File: src/rtl/divider_pkg.sv
// Shared types and default widths for the sequential restoring divider.
package divider_pkg;

    localparam int DW_A_DEF = 8;
    localparam int DW_B_DEF = 4;

    typedef enum logic [1:0] {
        IDLE = 2'd0,
        RUN  = 2'd1,
        DONE = 2'd2
    } state_e;

endpackage

File: src/rtl/divider_step.sv
// One restoring-division step: shift in a dividend bit, subtract the divisor if it fits.
module divider_step #(
    parameter int DW_B = divider_pkg::DW_B_DEF
) (
    input  logic [DW_B-1:0] rem_in,
    input  logic            bit_in,
    input  logic [DW_B-1:0] divisor,
    output logic [DW_B-1:0] rem_out,
    output logic            q_bit
);

    logic [DW_B:0] partial_s;
    logic [DW_B:0] diff_s;

    // Compare-and-subtract on the widened partial remainder.
    always_comb begin
        partial_s = {rem_in, bit_in};
        diff_s    = partial_s - {1'b0, divisor};
        if (partial_s >= {1'b0, divisor}) begin
            rem_out = diff_s[DW_B-1:0];
            q_bit   = 1'b1;
        end else begin
            rem_out = partial_s[DW_B-1:0];
            q_bit   = 1'b0;
        end
    end

endmodule

File: src/rtl/divider_seq.sv
// Sequential unsigned divider, one quotient bit per cycle, MSB first.
// Define DIVIDER_SEQ_DBZ_EN to short-circuit divide-by-zero and raise dbz.
module divider_seq
    import divider_pkg::*;
#(
    parameter int DW_A = DW_A_DEF,
    parameter int DW_B = DW_B_DEF
) (
    input  logic            clk,
    input  logic            rst,
    input  logic            start,
    input  logic [DW_A-1:0] dividend,
    input  logic [DW_B-1:0] divisor,
    output logic            busy,
    output logic            done,
    output logic [DW_A-1:0] quotient,
    output logic [DW_B-1:0] remainder,
    output logic            dbz
);

    localparam int CW = $clog2(DW_A + 1);

    state_e          state_q, state_d;
    logic [CW-1:0]   cnt_q, cnt_d;
    logic [DW_B-1:0] rem_q, rem_d;
    logic [DW_A-1:0] work_q, work_d;
    logic [DW_B-1:0] dvs_q, dvs_d;
    logic [DW_A-1:0] quot_q, quot_d;
    logic [DW_B-1:0] remd_q, remd_d;
    logic            dbz_q, dbz_d;
    logic            done_q, done_d;
    logic            busy_q, busy_d;
    logic            pend_q, pend_d;

    logic [DW_B-1:0] step_rem_s;
    logic            step_qbit_s;

    // work_q shifts dividend bits out at the top and quotient bits in at the bottom.
    divider_step #(.DW_B(DW_B)) u_step (
        .rem_in  (rem_q),
        .bit_in  (work_q[DW_A-1]),
        .divisor (dvs_q),
        .rem_out (step_rem_s),
        .q_bit   (step_qbit_s)
    );

    // Next-state and datapath updates.
    always_comb begin
        state_d = state_q;
        cnt_d   = cnt_q;
        rem_d   = rem_q;
        work_d  = work_q;
        dvs_d   = dvs_q;
        quot_d  = quot_q;
        remd_d  = remd_q;
        dbz_d   = dbz_q;
        pend_d  = 1'b0;
        if (pend_q) begin
            // Divide-by-zero short path: results come straight from the latched dividend.
            state_d = DONE;
            quot_d  = {DW_A{1'b1}};
            remd_d  = work_q[DW_B-1:0];
            dbz_d   = 1'b1;
        end else begin
            case (state_q)
                IDLE, DONE: begin
                    if (start) begin
                        work_d  = dividend;
                        dvs_d   = divisor;
                        rem_d   = {DW_B{1'b0}};
                        cnt_d   = {CW{1'b0}};
`ifdef DIVIDER_SEQ_DBZ_EN
                        if (divisor == {DW_B{1'b0}}) begin
                            pend_d  = 1'b1;
                            state_d = IDLE;
                        end else begin
                            state_d = RUN;
                        end
`else
                        state_d = RUN;
`endif
                    end else begin
                        state_d = IDLE;
                    end
                end
                RUN: begin
                    rem_d  = step_rem_s;
                    work_d = {work_q[DW_A-2:0], step_qbit_s};
                    cnt_d  = cnt_q + {{(CW-1){1'b0}}, 1'b1};
                    if (cnt_q == CW'(DW_A - 1)) begin
                        state_d = DONE;
                        quot_d  = {work_q[DW_A-2:0], step_qbit_s};
                        remd_d  = step_rem_s;
                        dbz_d   = 1'b0;
                    end else begin
                        state_d = RUN;
                    end
                end
                default: begin
                    state_d = IDLE;
                end
            endcase
        end
        done_d = (state_d == DONE);
        busy_d = (state_d == RUN);
    end

    // State and output registers with synchronous reset.
    always_ff @(posedge clk) begin
        if (rst) begin
            state_q <= IDLE;
            cnt_q   <= {CW{1'b0}};
            rem_q   <= {DW_B{1'b0}};
            work_q  <= {DW_A{1'b0}};
            dvs_q   <= {DW_B{1'b0}};
            quot_q  <= {DW_A{1'b0}};
            remd_q  <= {DW_B{1'b0}};
            dbz_q   <= 1'b0;
            done_q  <= 1'b0;
            busy_q  <= 1'b0;
            pend_q  <= 1'b0;
        end else begin
            state_q <= state_d;
            cnt_q   <= cnt_d;
            rem_q   <= rem_d;
            work_q  <= work_d;
            dvs_q   <= dvs_d;
            quot_q  <= quot_d;
            remd_q  <= remd_d;
            dbz_q   <= dbz_d;
            done_q  <= done_d;
            busy_q  <= busy_d;
            pend_q  <= pend_d;
        end
    end

    assign busy      = busy_q;
    assign done      = done_q;
    assign quotient  = quot_q;
    assign remainder = remd_q;
    assign dbz       = dbz_q;

endmodule

File: config.mk
export PLATFORM = sky130hd
export DESIGN_NAME = divider_seq
export DESIGN_NICKNAME = d
export VERILOG_FILES = /design/src/rtl/divider_pkg.sv /design/src/rtl/divider_step.sv /design/src/rtl/divider_seq.sv
export SDC_FILE = /design/constraint.sdc
export NUM_CORES = 1
export LEC_CHECK = 0
export ABC_AREA = 1
export CELL_PAD_IN_SITES_DETAIL_PLACEMENT = 2
export CELL_PAD_IN_SITES_GLOBAL_PLACEMENT = 2
export CORE_UTILIZATION = 32
export DETAILED_ROUTE_END_ITERATION = 7
export PLACE_DENSITY = 0.89
export SYNTH_ARGS = -nofsm -noshare
export SYNTH_HDL_FRONTEND = slang
export SYNTH_SLANG_ARGS = --single-unit
File: constraint.sdc
create_clock -name clk -period 2.2 [get_ports clk]
set_input_delay 0.66 -clock clk [delete_from_list [all_inputs] [get_ports clk]]
set_output_delay 0.66 -clock clk [all_outputs]
set_load 0.02 [all_outputs]
==> report_table.html, run 1 <==
<table>
<tr><th>Metric</th><th>Value</th></tr>
<tr><th colspan="2">Synthesis</th></tr>
<tr><td>Number of different library cells in the post-synthesis netlist</td><td>30</td></tr>
<tr><td>Sequential element share of the synthesized area</td><td>43.84%</td></tr>
<tr><td>Synthesized cell area</td><td>~1600 µm²</td></tr>
<tr><td>Syn nets</td><td>231</td></tr>
<tr><td>Area leader, netlist</td><td>dfxtp_1</td></tr>
<tr><td>Synthesis Warnings</td><td>0</td></tr>
<tr><td>Fraction of post-synthesis cell area in the top cell type by area</td><td>43.84%</td></tr>
<tr><td>#FFs+latches synth</td><td>36</td></tr>
<tr><td>Average size of a mapped cell</td><td>7.829 µm²</td></tr>
<tr><td>Mapped Cells</td><td>210</td></tr>
<tr><td>Ranking of synthesized cells by area</td><td>dfxtp_1 44%, nand2_1 11%, nand3_1 5.2%</td></tr>
<tr><th colspan="2">GRT</th></tr>
<tr><td>Maximum number of pins on one net before global-route repair</td><td>22</td></tr>
<tr><td>Initial antenna violation count</td><td>0</td></tr>
<tr><td>Wire length of the first global-routing pass</td><td>8245 µm</td></tr>
<tr><td>Overall fraction of global-route tracks in use</td><td>20.70%</td></tr>
<tr><td>Via count of the first global-routing pass</td><td>1725</td></tr>
<tr><td>Remaining global-route overflow</td><td>0</td></tr>
<tr><th colspan="2">Placed design</th></tr>
<tr><td>Number of port buffers</td><td>28</td></tr>
<tr><td>Cell Area, Placed</td><td>1981 µm²</td></tr>
<tr><td>Final weighted congestion of routability-driven global placement</td><td>approximately 0.71</td></tr>
<tr><td>DP Wirelength</td><td>3554 µm</td></tr>
<tr><td>DP Worst Slack</td><td>between 0.2 and 0.25 ns</td></tr>
<tr><td>Placed instance count</td><td>about 300</td></tr>
<tr><th colspan="2">Final layout</th></tr>
<tr><td>Antenna diode count</td><td>0</td></tr>
<tr><td>Area growth from synthesis to layout</td><td>25.19%</td></tr>
<tr><td>Number of nets at the end of the flow</td><td>260</td></tr>
<tr><td>Ratio of cells with drive above 1 in the final layout</td><td>13.39%</td></tr>
<tr><td>Highest-count cells in the layout ignoring fill and taps</td><td>47 x nand2_1, 36 x dfxtp_1, 28 x clkdlybuf4s50_1</td></tr>
<tr><td>Final non-filler cell total</td><td>about 310</td></tr>
<tr><td>Sequential cell area</td><td>about 720 µm²</td></tr>
<tr><td>Most common cell after layout, fill and taps aside</td><td>nand2_1</td></tr>
<tr><td>Area used by multi-input combinational logic</td><td>774.5 µm²</td></tr>
<tr><td>Final design area excluding fillers</td><td>2058 µm²</td></tr>
<tr><td>Number of fill cells</td><td>562</td></tr>
<tr><th colspan="2">STA</th></tr>
<tr><td>Final critical-path required period</td><td>1.910 ns</td></tr>
<tr><td>Relative slew margins</td><td>64.64%</td></tr>
<tr><td>Pins over their slew limit</td><td>0</td></tr>
<tr><td>Total negative setup slack</td><td>0 ns</td></tr>
<tr><td>Final WS setup</td><td>0.2899 ns</td></tr>
<tr><td>Hold Fails Final Rpt</td><td>0</td></tr>
<tr><td>Tcrit/Tclk final</td><td>86.82%</td></tr>
<tr><td>Setup clock skew after layout</td><td>0.004481 ns</td></tr>
<tr><td>Slew at the pin with the worst max-slew slack</td><td>0.5298 ns</td></tr>
<tr><td>Setup repair after global routing missed its margin</td><td>no</td></tr>
<tr><td>Finish-stage setup viols</td><td>0</td></tr>
<tr><td>Highest clock rate</td><td>roughly 520 MHz</td></tr>
<tr><th colspan="2">Worst hold path</th></tr>
<tr><td>Hold Crit Start</td><td>dvs_q[3]$_SDFFE_PP0N_</td></tr>
<tr><td>Worst min-delay path endpoint</td><td>dvs_q[3]$_SDFFE_PP0N_</td></tr>
<tr><td>Hold Crit Class</td><td>reg -&gt; reg</td></tr>
<tr><td>Worst Hold Path Cells</td><td>2</td></tr>
<tr><th colspan="2">Setup path</th></tr>
<tr><td>Critical Path Start Type</td><td>flip-flop</td></tr>
<tr><td>Endpoint type of the worst setup path</td><td>output pin</td></tr>
<tr><td>CP max stage cell</td><td>clkdlybuf4s50_1</td></tr>
<tr><td>Count of cells along the worst register-to-register path</td><td>10</td></tr>
<tr><td>Data arrival time of the critical path</td><td>1.25 ns</td></tr>
<tr><td>Worst Path Class, Setup</td><td>reg -&gt; out</td></tr>
<tr><td>Crit path buffers/inverters</td><td>1</td></tr>
<tr><td>Cell-by-cell trace of the critical path</td><td>clkdlybuf4s50_1</td></tr>
<tr><td>R2r endpoint</td><td>remainder[1]$_SDFFE_PP0P_</td></tr>
<tr><td>Maximum fanout along the worst path</td><td>2</td></tr>
<tr><td>Critical R2R Launch</td><td>dvs_q[2]$_SDFFE_PP0N_</td></tr>
<tr><td>Crit-path leading delay family</td><td>buffers and inverters</td></tr>
<tr><td>Longest individual stage delay on the worst path</td><td>0.62 ns</td></tr>
<tr><td>Register-to-register setup slack</td><td>0.58 ns</td></tr>
<tr><td>WP data required</td><td>1.54 ns</td></tr>
<tr><th colspan="2">Detailed routing</th></tr>
<tr><td>Detailed-route wire length per cell</td><td>15.67 µm</td></tr>
<tr><td>Pre-Repair DR Iteration Count</td><td>4</td></tr>
<tr><td>Drt initial violations</td><td>56</td></tr>
<tr><td>Routed Wire Length</td><td>between 4000 and 5000 µm</td></tr>
<tr><td>Mean number of vias per cell</td><td>4.918</td></tr>
<tr><td>DRC violations left</td><td>0</td></tr>
<tr><td>Final ANT Viol Nets</td><td>0</td></tr>
<tr><td>Via count of the routed design</td><td>approximately 1500</td></tr>
<tr><th colspan="2">Pwr</th></tr>
<tr><td>Total design power</td><td>between 1.5 and 2 mW</td></tr>
<tr><td>Areal power density over the cells</td><td>~770 nW/µm²</td></tr>
<tr><td>Leakage power total</td><td>between 0.8 and 0.9 nW</td></tr>
<tr><td>IR drop worst, VDD</td><td>around 0.29 mV</td></tr>
<tr><th colspan="2">Floorplanning</th></tr>
<tr><td>Floorplan Core Area</td><td>4848 µm²</td></tr>
<tr><td>Starting Density</td><td>33.91%</td></tr>
<tr><td>Y dimension of the die</td><td>73.68 µm</td></tr>
<tr><td>Die area</td><td>5429 µm²</td></tr>
<tr><td>Number of rows in the core area</td><td>25</td></tr>
<tr><td>I/O pins</td><td>30</td></tr>
<tr><td>Die Width</td><td>73.68 µm</td></tr>
<tr><th colspan="2">CTS</th></tr>
<tr><td>Clock network latency to the later pin of the worst-skew pair</td><td>roughly 0.29 ns</td></tr>
<tr><td>Maximum count of clock buffers along a single path</td><td>2</td></tr>
<tr><td>Number of CTS-inserted buffers</td><td>5</td></tr>
<tr><td>CTS Hold Buffers Added</td><td>0</td></tr>
<tr><td>Number of clock sinks seen by CTS</td><td>36</td></tr>
<tr><td>Library cell used as clock root buffer</td><td>clkbuf_8</td></tr>
<tr><td>Clock transition at the registers of the reported paths</td><td>0.07 ns</td></tr>
<tr><td>Post-cts gate resize count</td><td>0</td></tr>
<tr><td>Setup repair bufs after CTS</td><td>0</td></tr>
<tr><td>Deepest level of the CTS H-tree</td><td>2</td></tr>
<tr><td>TritonCTS clock tree</td><td>yes</td></tr>
<tr><th colspan="2">Run status</th></tr>
<tr><td>Outcome</td><td>finished clean</td></tr>
<tr><th colspan="2">Flow run</th></tr>
<tr><td>Maximum capacitance violations</td><td>0</td></tr>
</table>
## cell families after synthesis
kind of cell,count (synthesis),synth area share (%)
XOR/XNOR,1,0.5328
flip-flops,36,43.84
adder cells (fa/ha/maj),6,5.023
AO/OA/AOI/OAI,36,11.80
AND/OR/NAND/NOR,98,29.53
other,1,0.2281
buffers and inverters,32,9.057
## final cells by class
class | count | area share [%]
multi-input cells | 142 | 37.63
flip-flops and latches | 36 | 35.02
repair buffers | 29 | 14.59
inverters | 25 | 4.924
well taps | 67 | 4.073
clock buffers | 6 | 3.526
clock inverters | 1 | 0.2432
## state kept, by name, summed over array words and instances (netlist names)
register and count:
busy 1, cnt_q 4, done 1, dvs_q 4, quotient 8, rem_q 4, remainder 4, state_q 2
work_q 8
## cell usage after synthesis
master    number
dfxtp_1       36
buf_6          2
nor2_8         1
nand3_2        2
buf_2          2
inv_6          1
nor2_4         2
inv_4          1
xor2_1         1
nand3_1       17
clkbuf_1       2
nand2_4        4
nor3_2         1
a21oi_2        2
a211oi_1       1
buf_4          1
o21ai_1        4
nand2_1       47
nor2_2         2
nand2_2        4
a31oi_1        3
o21ai_0       11
ha_1           5
a21oi_1       15
inv_2          5
nor2_1        17
conb_1         1
nor3_1         1
fa_1           1
inv_1         18
## per-layer routing
layer | vias up | track usage [%] | wire length [µm]
met3 | 4 | 4.938 | 110
met5 | - | 0 | 0
met2 | 23 | 38.53 | 2563
met4 | 0 | 5.769 | 49
li1 | 725 | - | -
met1 | 753 | 23.26 | 2071
## worst min-delay path, stage by stage, from the launching register on
cell	delay [ns]
dfxtp_1	0.30
inv_1	0.07
a21oi_1	0.06
## per-stage QoR
stage	hold WS [ns]	util, %
global route	0.4978	42.45
CTS	0.4815	42.45
detailed placement	0.4696	40.85
global placement	0.4595	40.85
floorplan	0.4325	-
finish	0.4701	42.45
## how the worst max path moves through the flow
stage                             startpoint                        end  depth (start not counted)
floorplan             work_q[7]$_SDFFE_PP0P_  remainder[2]$_SDFFE_PP0P_                          9
global placement                         rst      dvs_q[3]$_SDFFE_PP0N_                          4
detailed placement                       rst      cnt_q[2]$_SDFFE_PP0P_                          4
CTS                 quotient[0]$_SDFFE_PP0P_                quotient[0]                          1
global route        quotient[4]$_SDFFE_PP0P_                quotient[4]                          1
finish              quotient[2]$_SDFFE_PP0P_                quotient[2]                          1
## power by group
group	switching (mW)	internal, mW
clock network	0.237	0.215
registers	0.0244	0.685
logic	0.285	0.146
total	0.546	1.05
Power figures use the tool's default switching activity.
==> run 2, diff against run 1 <==
CORE_UTILIZATION = 33   (was 32)
CTS_BUF_LIST = sky130_fd_sc_hd__clkbuf_8   (was unset)
PLACE_DENSITY = 0.91   (was 0.89)
==> report_table.html, run 2 (synthesis results as in run 1) <==
<table>
<tr><th>Metric</th><th>Value</th></tr>
<tr><th colspan="2">Worst hold path</th></tr>
<tr><td>Worst min-delay path endpoint</td><td>quotient[5]$_SDFFE_PP0P_ (was dvs_q[3]$_SDFFE_PP0N_)</td></tr>
<tr><td>Hold Crit Start</td><td>quotient[5]$_SDFFE_PP0P_ (was dvs_q[3]$_SDFFE_PP0N_)</td></tr>
<tr><td>Worst Hold Path Cells</td><td>2 (unchanged)</td></tr>
<tr><td>Hold Crit Class</td><td>reg -&gt; reg (unchanged)</td></tr>
<tr><th colspan="2">Floorplanning</th></tr>
<tr><td>Floorplan Core Area</td><td>4755 µm² (was 4848 µm²)</td></tr>
<tr><td>Die area</td><td>5269 µm² (was 5429 µm²)</td></tr>
<tr><td>Die Width</td><td>72.59 µm (was 73.68 µm)</td></tr>
<tr><td>Number of rows in the core area</td><td>25 (unchanged)</td></tr>
<tr><td>Starting Density</td><td>34.58% (was 33.91%)</td></tr>
<tr><td>Y dimension of the die</td><td>72.59 µm (was 73.68 µm)</td></tr>
<tr><td>I/O pins</td><td>30 (unchanged)</td></tr>
<tr><th colspan="2">CTS</th></tr>
<tr><td>Clock network latency to the later pin of the worst-skew pair</td><td>0.30 ns (was 0.29 ns)</td></tr>
<tr><td>TritonCTS clock tree</td><td>yes (unchanged)</td></tr>
<tr><td>Number of clock sinks seen by CTS</td><td>36 (unchanged)</td></tr>
<tr><td>Number of CTS-inserted buffers</td><td>5 (unchanged)</td></tr>
<tr><td>Clock transition at the registers of the reported paths</td><td>0.07 ns (about the same)</td></tr>
<tr><td>Deepest level of the CTS H-tree</td><td>2 (unchanged)</td></tr>
<tr><td>Post-cts gate resize count</td><td>0 (unchanged)</td></tr>
<tr><td>Library cell used as clock root buffer</td><td>clkbuf_8 (unchanged)</td></tr>
<tr><td>CTS Hold Buffers Added</td><td>0 (unchanged)</td></tr>
<tr><td>Setup repair bufs after CTS</td><td>0 (unchanged)</td></tr>
<tr><td>Maximum count of clock buffers along a single path</td><td>2 (unchanged)</td></tr>
<tr><th colspan="2">Detailed routing</th></tr>
<tr><td>Mean number of vias per cell</td><td>4.827 (was 4.918)</td></tr>
<tr><td>Final ANT Viol Nets</td><td>0 (unchanged)</td></tr>
<tr><td>Drt initial violations</td><td>38 (was 56)</td></tr>
<tr><td>Routed Wire Length</td><td>4918 µm (was 4794 µm)</td></tr>
<tr><td>Detailed-route wire length per cell</td><td>16.02 µm (was 15.67 µm)</td></tr>
<tr><td>Pre-Repair DR Iteration Count</td><td>3 (was 4)</td></tr>
<tr><td>DRC violations left</td><td>0 (unchanged)</td></tr>
<tr><td>Via count of the routed design</td><td>1482 (was 1505)</td></tr>
<tr><th colspan="2">Placed design</th></tr>
<tr><td>DP Wirelength</td><td>3660 µm (was 3554 µm)</td></tr>
<tr><td>Number of port buffers</td><td>28 (unchanged)</td></tr>
<tr><td>Final weighted congestion of routability-driven global placement</td><td>0.7941 (was 0.7050)</td></tr>
<tr><td>Cell Area, Placed</td><td>1981 µm² (unchanged)</td></tr>
<tr><td>DP Worst Slack</td><td>0.2093 ns (was 0.2410 ns)</td></tr>
<tr><th colspan="2">Setup path</th></tr>
<tr><td>Crit path buffers/inverters</td><td>1 (unchanged)</td></tr>
<tr><td>Longest individual stage delay on the worst path</td><td>0.62 ns (about the same)</td></tr>
<tr><td>CP max stage cell</td><td>clkdlybuf4s50_1 (unchanged)</td></tr>
<tr><td>R2r endpoint</td><td>remainder[2]$_SDFFE_PP0P_ (was remainder[1]$_SDFFE_PP0P_)</td></tr>
<tr><td>Critical R2R Launch</td><td>work_q[7]$_SDFFE_PP0P_ (was dvs_q[2]$_SDFFE_PP0N_)</td></tr>
<tr><td>Maximum fanout along the worst path</td><td>2 (unchanged)</td></tr>
<tr><td>WP data required</td><td>1.54 ns (about the same)</td></tr>
<tr><td>Endpoint type of the worst setup path</td><td>output pin (unchanged)</td></tr>
<tr><td>Crit-path leading delay family</td><td>buffers and inverters (unchanged)</td></tr>
<tr><td>Worst Path Class, Setup</td><td>reg -&gt; out (unchanged)</td></tr>
<tr><td>Register-to-register setup slack</td><td>0.55 ns (was 0.58 ns)</td></tr>
<tr><td>Critical Path Start Type</td><td>flip-flop (unchanged)</td></tr>
<tr><td>Data arrival time of the critical path</td><td>1.26 ns (was 1.25 ns)</td></tr>
<tr><td>Cell-by-cell trace of the critical path</td><td>clkdlybuf4s50_1 (unchanged)</td></tr>
<tr><td>Count of cells along the worst register-to-register path</td><td>9 (was 10)</td></tr>
<tr><th colspan="2">STA</th></tr>
<tr><td>Highest clock rate</td><td>519.8 MHz (was 523.5 MHz)</td></tr>
<tr><td>Hold Fails Final Rpt</td><td>0 (unchanged)</td></tr>
<tr><td>Setup clock skew after layout</td><td>0.005618 ns (was 0.004481 ns)</td></tr>
<tr><td>Pins over their slew limit</td><td>0 (unchanged)</td></tr>
<tr><td>Total negative setup slack</td><td>0 ns (unchanged)</td></tr>
<tr><td>Tcrit/Tclk final</td><td>87.44% (was 86.82%)</td></tr>
<tr><td>Setup repair after global routing missed its margin</td><td>no (unchanged)</td></tr>
<tr><td>Final WS setup</td><td>0.2763 ns (was 0.2899 ns)</td></tr>
<tr><td>Relative slew margins</td><td>66.03% (was 64.64%)</td></tr>
<tr><td>Final critical-path required period</td><td>1.924 ns (was 1.910 ns)</td></tr>
<tr><td>Finish-stage setup viols</td><td>0 (unchanged)</td></tr>
<tr><td>Slew at the pin with the worst max-slew slack</td><td>0.5090 ns (was 0.5298 ns)</td></tr>
<tr><th colspan="2">Final layout</th></tr>
<tr><td>Number of fill cells</td><td>573 (was 562)</td></tr>
<tr><td>Ratio of cells with drive above 1 in the final layout</td><td>13.75% (was 13.39%)</td></tr>
<tr><td>Number of nets at the end of the flow</td><td>260 (unchanged)</td></tr>
<tr><td>Area growth from synthesis to layout</td><td>26.18% (was 25.19%)</td></tr>
<tr><td>Antenna diode count</td><td>0 (unchanged)</td></tr>
<tr><td>Most common cell after layout, fill and taps aside</td><td>nand2_1 (unchanged)</td></tr>
<tr><td>Highest-count cells in the layout ignoring fill and taps</td><td>47 x nand2_1, 36 x dfxtp_1, 28 x clkdlybuf4s50_1 (unchanged)</td></tr>
<tr><td>Final design area excluding fillers</td><td>2074 µm² (was 2058 µm²)</td></tr>
<tr><th colspan="2">GRT</th></tr>
<tr><td>Global Route met3 Usage</td><td>4.972% (was 4.938%)</td></tr>
<tr><td>Met1 track demand over resource in global routing</td><td>23.03% (was 23.26%)</td></tr>
<tr><td>Remaining global-route overflow</td><td>0 (unchanged)</td></tr>
<tr><td>Met2 capacity usage during global routing</td><td>38.63% (was 38.53%)</td></tr>
<tr><td>Most congested layer reported by global routing</td><td>met2 (unchanged)</td></tr>
<tr><td>Via count of the first global-routing pass</td><td>1663 (was 1725)</td></tr>
<tr><td>Initial antenna violation count</td><td>0 (unchanged)</td></tr>
<tr><td>Wire length of the first global-routing pass</td><td>8038 µm (was 8245 µm)</td></tr>
<tr><td>Overall fraction of global-route tracks in use</td><td>20.54% (was 20.70%)</td></tr>
<tr><td>Maximum number of pins on one net before global-route repair</td><td>21 (was 22)</td></tr>
<tr><th colspan="2">Pwr</th></tr>
<tr><td>Total design power</td><td>1.639 mW (was 1.593 mW)</td></tr>
<tr><td>Net Sw Power</td><td>0.5580 mW (was 0.5463 mW)</td></tr>
<tr><td>Areal power density over the cells</td><td>789.9 nW/µm² (was 774.0 nW/µm²)</td></tr>
<tr><td>Internal portion of total power</td><td>1.081 mW (was 1.047 mW)</td></tr>
<tr><td>IR drop worst, VDD</td><td>0.2968 mV (was 0.2860 mV)</td></tr>
<tr><td>Switching Share</td><td>34.05% (was 34.29%)</td></tr>
<tr><td>Combinational fraction of design power</td><td>26.0% (was 27.0%)</td></tr>
<tr><td>Power share of the clock group</td><td>30.9% (was 28.4%)</td></tr>
<tr><td>Leakage power total</td><td>0.8565 nW (was 0.8489 nW)</td></tr>
<tr><td>Relative contribution of sequential cells to total power</td><td>43.2% (was 44.6%)</td></tr>
<tr><th colspan="2">Run status</th></tr>
<tr><td>Outcome</td><td>finished clean (unchanged)</td></tr>
<tr><th colspan="2">Flow run</th></tr>
<tr><td>Maximum capacitance violations</td><td>0 (unchanged)</td></tr>
</table>
run 2: cell type report:
cell class                      count  area [µm²]  share of cell area [%]
Inverter                           25       101.3                   4.885
Sequential cell                    36       720.7                   34.74
Clock inverter                      2       11.26                  0.5428
Clock buffer                        6       82.58                   3.981
Multi-Input combinational cell    142       774.5                   37.33
Timing Repair Buffer               29       300.3                   14.48
Tap cell                           67       83.83                   4.041
run 2: stage by stage:
step / std cells / util, % / hold WS (ns)
4_1_cts: 307 / 43.63 / 0.4851
3_5_place_dp: 299 / 41.66 / 0.4604
2_1_floorplan: 210 / - / 0.4325
5_1_grt: 307 / 43.63 / 0.5084
3_3_place_gp: 299 / 41.66 / 0.4573
6_report: 307 / 43.63 / 0.4826
run 2: power by group through the flow:
stage / Combinational, mW / Clock, mW / Sequential (mW)
2_1_floorplan: 0.306 / 0 / 0.717
3_3_place_gp: 0.404 / 0 / 0.720
3_5_place_dp: 0.424 / 0 / 0.722
4_1_cts: 0.432 / 0.509 / 0.707
5_1_grt: 0.477 / 0.546 / 0.711
6_report: 0.425 / 0.506 / 0.707
run 2: per-layer routing:
metal | share of wire [%] | routed length [µm]
met3 | 2.2 | 109
met2 | 53 | 2595
met1 | 44 | 2155
met4 | 1.2 | 57
met5 | 0 | 0
run 2: worst max path at each step:
stage	startpoint	to	slack, ns	cells after the start
floorplan	work_q[7]$_SDFFE_PP0P_	remainder[2]$_SDFFE_PP0P_	0.77	9
global placement	rst	dvs_q[3]$_SDFFE_PP0N_	0.32	4
detailed placement	rst	cnt_q[2]$_SDFFE_PP0P_	0.21	4
CTS	remainder[3]$_SDFFE_PP0P_	remainder[3]	0.26	1
global route	quotient[6]$_SDFFE_PP0P_	quotient[6]	0.22	1
finish	quotient[6]$_SDFFE_PP0P_	quotient[6]	0.28	1
